**src/rtl/cpu_pkg.sv**
```systemverilog
// Shared constants for the CPU front end: instruction field widths,
// opcode values, the idle instruction and the sequencer state encoding.
package cpu_pkg;

    localparam int OP_SIZE  = 4;
    localparam int ARG_SIZE = 3;
    localparam int ARG_NUM  = 2;
    localparam int INSTR_W  = OP_SIZE + ARG_NUM * ARG_SIZE;

    localparam logic [OP_SIZE-1:0] OP_LOAD = 4'd0;
    localparam logic [OP_SIZE-1:0] OP_MOVE = 4'd1;
    localparam logic [OP_SIZE-1:0] OP_ADD  = 4'd2;
    localparam logic [OP_SIZE-1:0] OP_XOR  = 4'd3;
    localparam logic [OP_SIZE-1:0] OP_NOP  = 4'd14;
    localparam logic [OP_SIZE-1:0] OP_HALT = 4'd15;

    // Presented to the control FSM whenever no instruction is live.
    localparam logic [INSTR_W-1:0] IDLE_INSTR = {OP_NOP, {(ARG_NUM * ARG_SIZE){1'b0}}};

    typedef enum logic [2:0] {
        SEQ_IDLE   = 3'd0,
        SEQ_FETCH  = 3'd1,
        SEQ_DECODE = 3'd2,
        SEQ_EXEC   = 3'd3,
        SEQ_HALTED = 3'd4
    } seq_state_t;

    // Opcodes that need the control FSM to run an execute phase.
    function automatic logic is_exec_op(input logic [OP_SIZE-1:0] op);
        return (op == OP_LOAD) || (op == OP_MOVE) || (op == OP_ADD) || (op == OP_XOR);
    endfunction

endpackage

```
**src/rtl/instr_sequencer_exec_watchdog.sv**
```systemverilog
// Execute-phase watchdog: a down-counter loaded on clr, decremented while
// en is high, expiring on the TIMEOUT-th enabled cycle after a clear.
module exec_watchdog #(
    parameter int TIMEOUT = 15
) (
    input  logic clk,
    input  logic rst,
    input  logic clr,
    input  logic en,
    output logic expire
);

    localparam int CNT_W = (TIMEOUT > 2) ? $clog2(TIMEOUT) : 1;
    localparam logic [CNT_W-1:0] TC_LOAD = CNT_W'(TIMEOUT - 1);

    logic [CNT_W-1:0] cnt_q;
    logic [CNT_W-1:0] cnt_d;

    // Terminal count reached while still enabled means the limit is used up.
    assign expire = en && (cnt_q == '0);

    // Next count: reload on clear, otherwise count down and hold at zero.
    always_comb begin
        cnt_d = cnt_q;
        if (clr) begin
            cnt_d = TC_LOAD;
        end else if (en && (cnt_q != '0)) begin
            cnt_d = cnt_q - 1'b1;
        end
    end

    // Counter register.
    always_ff @(posedge clk or negedge rst) begin
        if (!rst) begin
            cnt_q <= TC_LOAD;
        end else begin
            cnt_q <= cnt_d;
        end
    end

endmodule

```
**src/rtl/instr_sequencer.sv**
```systemverilog
// Instruction fetch/issue sequencer in front of the CPU control FSM.
//
// state  | meaning
// IDLE   | stopped, waiting for start (pc_clr allowed)
// FETCH  | mem_req high at pc, waiting for mem_ack
// DECODE | one cycle classifying the fetched opcode
// EXEC   | instruction presented, waiting for exec_done (watchdog running)
// HALTED | HALT decoded or watchdog expired, waiting for start
module instr_sequencer
    import cpu_pkg::*;
#(
    parameter int PC_W    = 8,
    parameter int TIMEOUT = 15
) (
    input  logic               clk,
    input  logic               rst,
    input  logic               start,
    input  logic               stop_req,
    input  logic               pc_clr,
    output logic               mem_req,
    output logic [PC_W-1:0]    mem_addr,
    input  logic               mem_ack,
    input  logic [INSTR_W-1:0] mem_rdata,
    output logic [INSTR_W-1:0] instr,
    output logic               instr_valid,
    input  logic               exec_done,
    input  logic               pc_load,
    input  logic [PC_W-1:0]    pc_load_val,
    output logic [PC_W-1:0]    pc,
    output logic               busy,
    output logic               halted,
    output logic               illegal_op,
    output logic               timeout
);

    seq_state_t         state_q, state_d;
    logic [PC_W-1:0]    pc_q, pc_d;
    logic [INSTR_W-1:0] ir_q, ir_d;
    logic [INSTR_W-1:0] instr_q, instr_d;
    logic               instr_valid_q, instr_valid_d;
    logic               mem_req_q, mem_req_d;
    logic               stop_pend_q, stop_pend_d;
    logic               illegal_op_q, illegal_op_d;
    logic               timeout_q, timeout_d;

    logic               is_busy;
    logic               wdt_expire;
    logic [OP_SIZE-1:0] op;

    assign is_busy = (state_q == SEQ_FETCH) || (state_q == SEQ_DECODE) || (state_q == SEQ_EXEC);
    assign op      = ir_q[INSTR_W-1 -: OP_SIZE];

    exec_watchdog #(
        .TIMEOUT (TIMEOUT)
    ) u_wdt (
        .clk    (clk),
        .rst    (rst),
        .clr    (state_q == SEQ_DECODE),
        .en     (state_q == SEQ_EXEC),
        .expire (wdt_expire)
    );

    // Next-state, PC and output computation; every output leaves a flop.
    always_comb begin
        state_d       = state_q;
        pc_d          = pc_q;
        ir_d          = ir_q;
        instr_d       = instr_q;
        instr_valid_d = instr_valid_q;
        mem_req_d     = mem_req_q;
        stop_pend_d   = stop_pend_q;
        illegal_op_d  = 1'b0;
        timeout_d     = 1'b0;

        if (is_busy && stop_req) begin
            stop_pend_d = 1'b1;
        end

        case (state_q)
            SEQ_IDLE, SEQ_HALTED: begin
                if (pc_clr) begin
                    pc_d = '0;
                end
                if (start) begin
                    state_d   = SEQ_FETCH;
                    mem_req_d = 1'b1;
                end
            end

            SEQ_FETCH: begin
                if (mem_ack) begin
                    ir_d      = mem_rdata;
                    mem_req_d = 1'b0;
                    state_d   = SEQ_DECODE;
                end
            end

            SEQ_DECODE: begin
                if (is_exec_op(op)) begin
                    state_d       = SEQ_EXEC;
                    instr_d       = ir_q;
                    instr_valid_d = 1'b1;
                end else if (op == OP_HALT) begin
                    state_d     = SEQ_HALTED;
                    stop_pend_d = 1'b0;
                end else begin
                    pc_d         = pc_q + 1'b1;
                    illegal_op_d = (op != OP_NOP);
                    // Instruction boundary: a pending stop parks in IDLE.
                    if (stop_pend_q || stop_req) begin
                        state_d     = SEQ_IDLE;
                        stop_pend_d = 1'b0;
                    end else begin
                        state_d   = SEQ_FETCH;
                        mem_req_d = 1'b1;
                    end
                end
            end

            SEQ_EXEC: begin
                // Completion takes priority over a watchdog expiry in the same cycle.
                if (exec_done) begin
                    pc_d          = pc_load ? pc_load_val : (pc_q + 1'b1);
                    instr_d       = IDLE_INSTR;
                    instr_valid_d = 1'b0;
                    if (stop_pend_q || stop_req) begin
                        state_d     = SEQ_IDLE;
                        stop_pend_d = 1'b0;
                    end else begin
                        state_d   = SEQ_FETCH;
                        mem_req_d = 1'b1;
                    end
                end else if (wdt_expire) begin
                    timeout_d     = 1'b1;
                    instr_d       = IDLE_INSTR;
                    instr_valid_d = 1'b0;
                    state_d       = SEQ_HALTED;
                    stop_pend_d   = 1'b0;
                end
            end

            default: begin
                state_d       = SEQ_IDLE;
                instr_d       = IDLE_INSTR;
                instr_valid_d = 1'b0;
                mem_req_d     = 1'b0;
            end
        endcase
    end

    // Sequencer registers with asynchronous active-low reset.
    always_ff @(posedge clk or negedge rst) begin
        if (!rst) begin
            state_q       <= SEQ_IDLE;
            pc_q          <= '0;
            ir_q          <= IDLE_INSTR;
            instr_q       <= IDLE_INSTR;
            instr_valid_q <= 1'b0;
            mem_req_q     <= 1'b0;
            stop_pend_q   <= 1'b0;
            illegal_op_q  <= 1'b0;
            timeout_q     <= 1'b0;
        end else begin
            state_q       <= state_d;
            pc_q          <= pc_d;
            ir_q          <= ir_d;
            instr_q       <= instr_d;
            instr_valid_q <= instr_valid_d;
            mem_req_q     <= mem_req_d;
            stop_pend_q   <= stop_pend_d;
            illegal_op_q  <= illegal_op_d;
            timeout_q     <= timeout_d;
        end
    end

    assign mem_req     = mem_req_q;
    assign mem_addr    = pc_q;
    assign instr       = instr_q;
    assign instr_valid = instr_valid_q;
    assign pc          = pc_q;
    assign busy        = is_busy;
    assign halted      = (state_q == SEQ_HALTED);
    assign illegal_op  = illegal_op_q;
    assign timeout     = timeout_q;

endmodule

```
**config.mk**
```make
export PLATFORM = sky130hd
export DESIGN_NAME = instr_sequencer
export DESIGN_NICKNAME = d
export VERILOG_FILES = /design/src/rtl/cpu_pkg.sv /design/src/rtl/instr_sequencer_exec_watchdog.sv /design/src/rtl/instr_sequencer.sv
export SDC_FILE = /design/constraint.sdc
export NUM_CORES = 1
export LEC_CHECK = 0
export ABC_AREA = 1
export BUFFER_PORTS_ARGS = -buffer_cell sky130_fd_sc_hd__buf_4
export CAP_MARGIN = 40
export CORE_MARGIN = 2
export CORE_UTILIZATION = 54
export CTS_CLUSTER_DIAMETER = 150
export DETAILED_ROUTE_END_ITERATION = 12
export PLACE_DENSITY_LB_ADDON = 0.3
export REMOVE_ABC_BUFFERS = 1
export SLEW_MARGIN = 20
export SYNTH_ARGS = -nofsm -noshare
export SYNTH_HDL_FRONTEND = slang
export SYNTH_SLANG_ARGS = --single-unit
```
**constraint.sdc**
```tcl
create_clock -name clk -period 2.5 [get_ports clk]
set_input_delay 0.125 -clock clk [delete_from_list [all_inputs] [get_ports clk]]
set_output_delay 0.125 -clock clk [all_outputs]
set_load 0.1 [all_outputs]
```
After elaboration in Yosys (flattened, before gate mapping):

Index checks and enable logic that the tools add are counted.

* input port bits: 26
* output and inout port bits: 32
* register bits: 40
* word-level logic and storage cells: 96

* muxes and demuxes: 44
* add/subtract/negate cells: 2
* bitwise logic cells: 1
* reduce and logical (&&, ||, !) cells: 22
* equality and inequality tests: 17

Operator list (count)
* $mux W8: 5
* $mux W10: 3
* $pmux W10 S3: 1
* $pmux W8 S3: 1
* $mux W1: 22
* $mux W3: 6
* $ne A2 B2 Y1 const B: 7
* $pmux W3 S4: 1
* $reduce_and A5 Y1: 2
* $add A8 B1 Y8 const B: 1
* $eq A4 B2 Y1 const B: 2
* $logic_not A4 Y1: 2
* $mux W4: 2
* $eq A3 B2 Y1 const B: 2
* $logic_or A1 B1 Y1: 6
* $reduce_and A3 Y1: 2
* $eq A4 B1 Y1 const B: 1
* $eq A4 B4 Y1 const B: 1
* $ne A4 B4 Y1 const B: 1
* $pmux W1 S4: 1
* $reduce_bool A4 Y1: 1
* $sub A4 B1 Y4 const B: 1
* $eq A3 B1 Y1 const B: 1
* $eq A3 B3 Y1 const B: 1
* 11 further kinds: 13

Longest topological paths before layout:

* depth after elaboration: 9
* depth in mapped cells: 9
* mapped depth without buffers: 9

Modules after synthesis:

A second synthesis with hierarchy kept.

* cell total of the unflattened synthesis: 277
* area, all modules: 2229.6 um2

Modules (own cells, without submodules)
* instr_sequencer: instances 1, area each 1965.6 um2, seq. area each 908.4 um2, cells an instance 244
* exec_watchdog: instances 1, area each 264.0 um2, seq. area each 103.8 um2, cells an instance 33

Worst setup path before layout:

No wires, ideal clock.

* kind: flip-flop to output port
* from: register state_q[0]
* to: output port busy
* stages on the path, launching flop included: 5
* path buffers: 0
* data required time: 2.375 ns
* path slack: 0.458 ns
* data arrival time: 1.917 ns
* path through: dfrtp_1 inv_1 nand2_1 inv_1 nor2_1

* word-level cells in the longest chain between the ends: 3

Ends and longest elaborated chain
* start: declaration: RTL line instr_sequencer.sv:36 `seq_state_t state_q, state_d;`
* start signal: assignment: RTL line instr_sequencer.sv:164 `state_q <= state_d;`
* $eq A3 B1 Y1 / $eq A3 B2 Y1 (equally long branches): RTL line instr_sequencer.sv:50 `assign is_busy = (state_q == SEQ_FETCH) || (state_q == SEQ_DECODE) || (state_q == SEQ_EXEC);`
* $logic_or A1 B1 Y1: RTL line instr_sequencer.sv:50
* $logic_or A1 B1 Y1 *: RTL line instr_sequencer.sv:50
* end: declaration: RTL line instr_sequencer.sv:30 `output logic busy,`

Every way passes the cells marked *; elsewhere a longest branch is shown, timed or not.

Worst setup path in the final report:

* from: register state_q[2]
* to: register pc_q[3], in the netlist mem_addr[3]

* word-level cells in the longest chain between the ends: 4

Ends and longest elaborated chain
* $eq A3 B3 Y1 / $logic_not A3 Y1 (equally long branches): RTL line instr_sequencer.sv:79 `case (state_q)`
* $reduce_or A2 Y1: RTL line instr_sequencer.sv:79
* $ne A2 B2 Y1 (no source line) / $reduce_bool A3 Y1 (equally long branches)
* $reduce_and A5 Y1 (no source line)
* end signal: assignment: RTL line instr_sequencer.sv:165 `pc_q <= pc_d;`
* end: declaration: RTL line instr_sequencer.sv:37 `logic [PC_W-1:0] pc_q, pc_d;`

Several ways; a longest one is shown, not always the timed one.
A chain may end at the register's enable or synchronous reset.

==> summary.txt <==
Yosys
  • Seq/Total Area, Yosys: 49.2%
  • Syn Inst Count: 264
  • Top cells by count, synth: nand2_1, inv_1, dfrtp_1
  • Share of the synthesized area in the top cell type: 37.7%
  • Cell Area, Synth: 2060 µm²
  • Largest area contributor in the netlist: dfrtp_1
  • Synth Area per Inst: 7.79 µm²
  • Main synth FF type: dfrtp_1
  • Fraction of registers with async set/reset: 100%
  • Seq cells post-synth: 40
  • Ys Warns: 0
  • Most frequent cell after synthesis: nand2_1
  • Post-synth cell types: 27
  • Top post-synthesis cells by area: dfrtp_1, nand2_1, dfstp_2
  • Post-synth EDFFs: 0

Timing
  • Fmax: 550 MHz
  • Final worst slack: 0.680 ns
  • Worst Tran Pin Value: 0.555 ns
  • Final Hold Fails: 0
  • Min Tclk post-route: 1.82 ns
  • RSZ-0062 raised after global routing: no
  • Slew HR: 62.9%
  • Setup-failing EPs final: 0
  • Hold Slack: 0.0693 ns
  • Final Max Tran Viols: 0
  • Tcrit/Tclk final: 72.8%
  • Worst Skew: 0.00614 ns

Global route
  • Gr ovfl total: 0
  • Overall Global Routing Usage: 23.3%
  • Initial antenna violation count: 0
  • Vias in the first global route: 1799
  • Largest net degree at the start of global routing: 41
  • Global-route wire length before repair: 7730 µm

Die
  • Initial core utilization: 56.2%
  • Num rows: 22
  • Core area: 3660 µm²
  • Die X: 65.7 µm
  • # IOs: 58
  • Die area: 4320 µm²
  • Die Y: 65.7 µm

Detailed routing
  • WL/cell: 12.1 µm
  • Via count: 1870
  • DRT Pass-1 Iters: 4
  • Routed met3 length: 208 µm
  • Initial DRC Count: 169
  • Wl on met1: 2020 µm
  • # DRC: 0
  • DR vias/cell: 5.08
  • Post-DRT Antenna Nets: 0
  • Routed WL: 4440 µm
  • Max layer used: met4
  • Wire length on met2: 2140 µm

Status
  • Status: completed

Layout
  • Synth-to-layout area growth: 24.9%
  • Multi-input gate area: 828 µm²
  • FF/Latch Area: 1010 µm²
  • Fraction of layout cells with a size suffix above 1: 26.3%
  • Filler cell count: 314
  • Nets: 348
  • N_diodes: 0

Clock tree
  • Insertion delay to the later sink of the worst-skew pair: 0.29 ns
  • CTS Root Cell: clkbuf_8
  • CTS Buffer Depth: 2
  • Clock-pin slew on the worst setup and hold paths: 0.07 ns
  • H-tree depth: 2
  • Total CTS buffers: 5
  • Clk sinks: 40
  • Post-cts resize count: 0
  • CTS tree: done

Critical path
  • CP arrival: 2.05 ns
  • Crit Path Class: register to register
  • Critical path data required time: 2.73 ns
  • Crit path capture type: register
  • Crit-path max FO: 11
  • Crit path launch type: register

Placed design
  • Setup WS pre-CTS: 0.720 ns
  • Placer Congestion: 0.875
  • DP Wirelength: 3300 µm
  • Port-buffer cells: 57

Hold path
  • HP Class: primary input to register

Job
  • Max Cap Viol: 0
sequential cells by signal, summed over array words and instances, names as in the netlist:
| signal | count |
|---|---|
| instr | 10 |
| mem_addr | 8 |
| u_wdt.cnt_q | 4 |
| mem_req | 1 |
| ir_q | 10 |
| timeout | 1 |
| state_q | 3 |
| stop_pend_q | 1 |
| instr_valid | 1 |
| illegal_op | 1 |
critical path, cell delays in order, from the launching register on:
cell     delay, ns
dfrtp_1       0.46
nor2_1        0.29
nand3_1       0.39
nand2_1       0.28
nor2_4        0.10
inv_2         0.10
nand2_1       0.06
nand2_1       0.07
logic make-up (layout without fill, tap and decap cells):
group | Yosys count | count (layout) | share of synthesized area, %
buf+inv | 48 | 104 | 10.5
mux | 2 | 2 | 1.09
xor+xnor | 3 | 3 | 1.28
flops | 40 | 40 | 49.2
fa+ha+maj | 3 | 3 | 1.83
compound gates | 42 | 42 | 10.5
simple gates | 126 | 126 | 25.5
layer usage:
layer / GRT usage (%) / up-vias
li1: - / 936
met1: 31.0 / 871
met2: 37.9 / 57
met3: 3.42 / 6
met4: 9.90 / 0
met5: 0 / -
timing repair:
item | 4_1_cts | 5_1_grt
hold buffers | 1 | 0
endpoints found under the hold margin | 31 | 0
setup buffers | 0 | 0
stage by stage:
step                instance area (µm²)  instances  utilization [%]  TNS (ns)
finish                             2570        368             70.2         0
global route                       2570        368             70.2         0
CTS                                2570        368             70.2         0
detailed placement                 2470        359             67.6         0
global placement                   2470        359             67.6         0
floorplan                          1980        253                -    -0.432
path summary, 6_finish.rpt:
kind | slack (ns) | start | depth (start not counted) | to
max | 0.68 | state_q[2]$_DFFE_PN0P_ | 7 | mem_addr[3]$_DFFE_PN0P_
min | 0.07 | mem_rdata[9] | 2 | ir_q[9]$_DFFE_PN1P_
max reg2reg | 0.68 | state_q[2]$_DFFE_PN0P_ | 7 | mem_addr[3]$_DFFE_PN0P_
min reg2reg | 0.47 | instr[9]$_DFFE_PN1P_ | 2 | instr[9]$_DFFE_PN1P_
max in group asynchronous | 1.80 | rst | 2 | ir_q[8]$_DFFE_PN1P_
min in group asynchronous | 0.34 | rst | 2 | instr[5]$_DFFE_PN0P_
cell type report:
cell class,count,area share (%)
clock buffer,6,2.82
clock inverter,2,0.487
inverter,37,5.40
multi-input combinational,176,32.2
sequential,40,39.4
tap,48,2.34
timing repair buffer,59,17.3
placed cells by master, fill, tap and decap left out, types with 2 or more instances in the layout:
cell	synthesis	final
nand2_1	71	71
buf_4	9	58
inv_1	34	34
dfrtp_1	31	31
nor2_1	29	29
o21ai_0	24	24
nand3_1	15	15
a21oi_1	14	14
dfstp_2	9	9
clkbuf_8	0	5
inv_2	3	3
ha_1	3	3
nand2_2	2	2
mux2_2	2	2
nand4_1	2	2
nor3_1	2	2
xor2_1	2	2
Power is not shown: default switching activity piles up to over one toggle a cycle in this logic, so the estimate is an artifact.
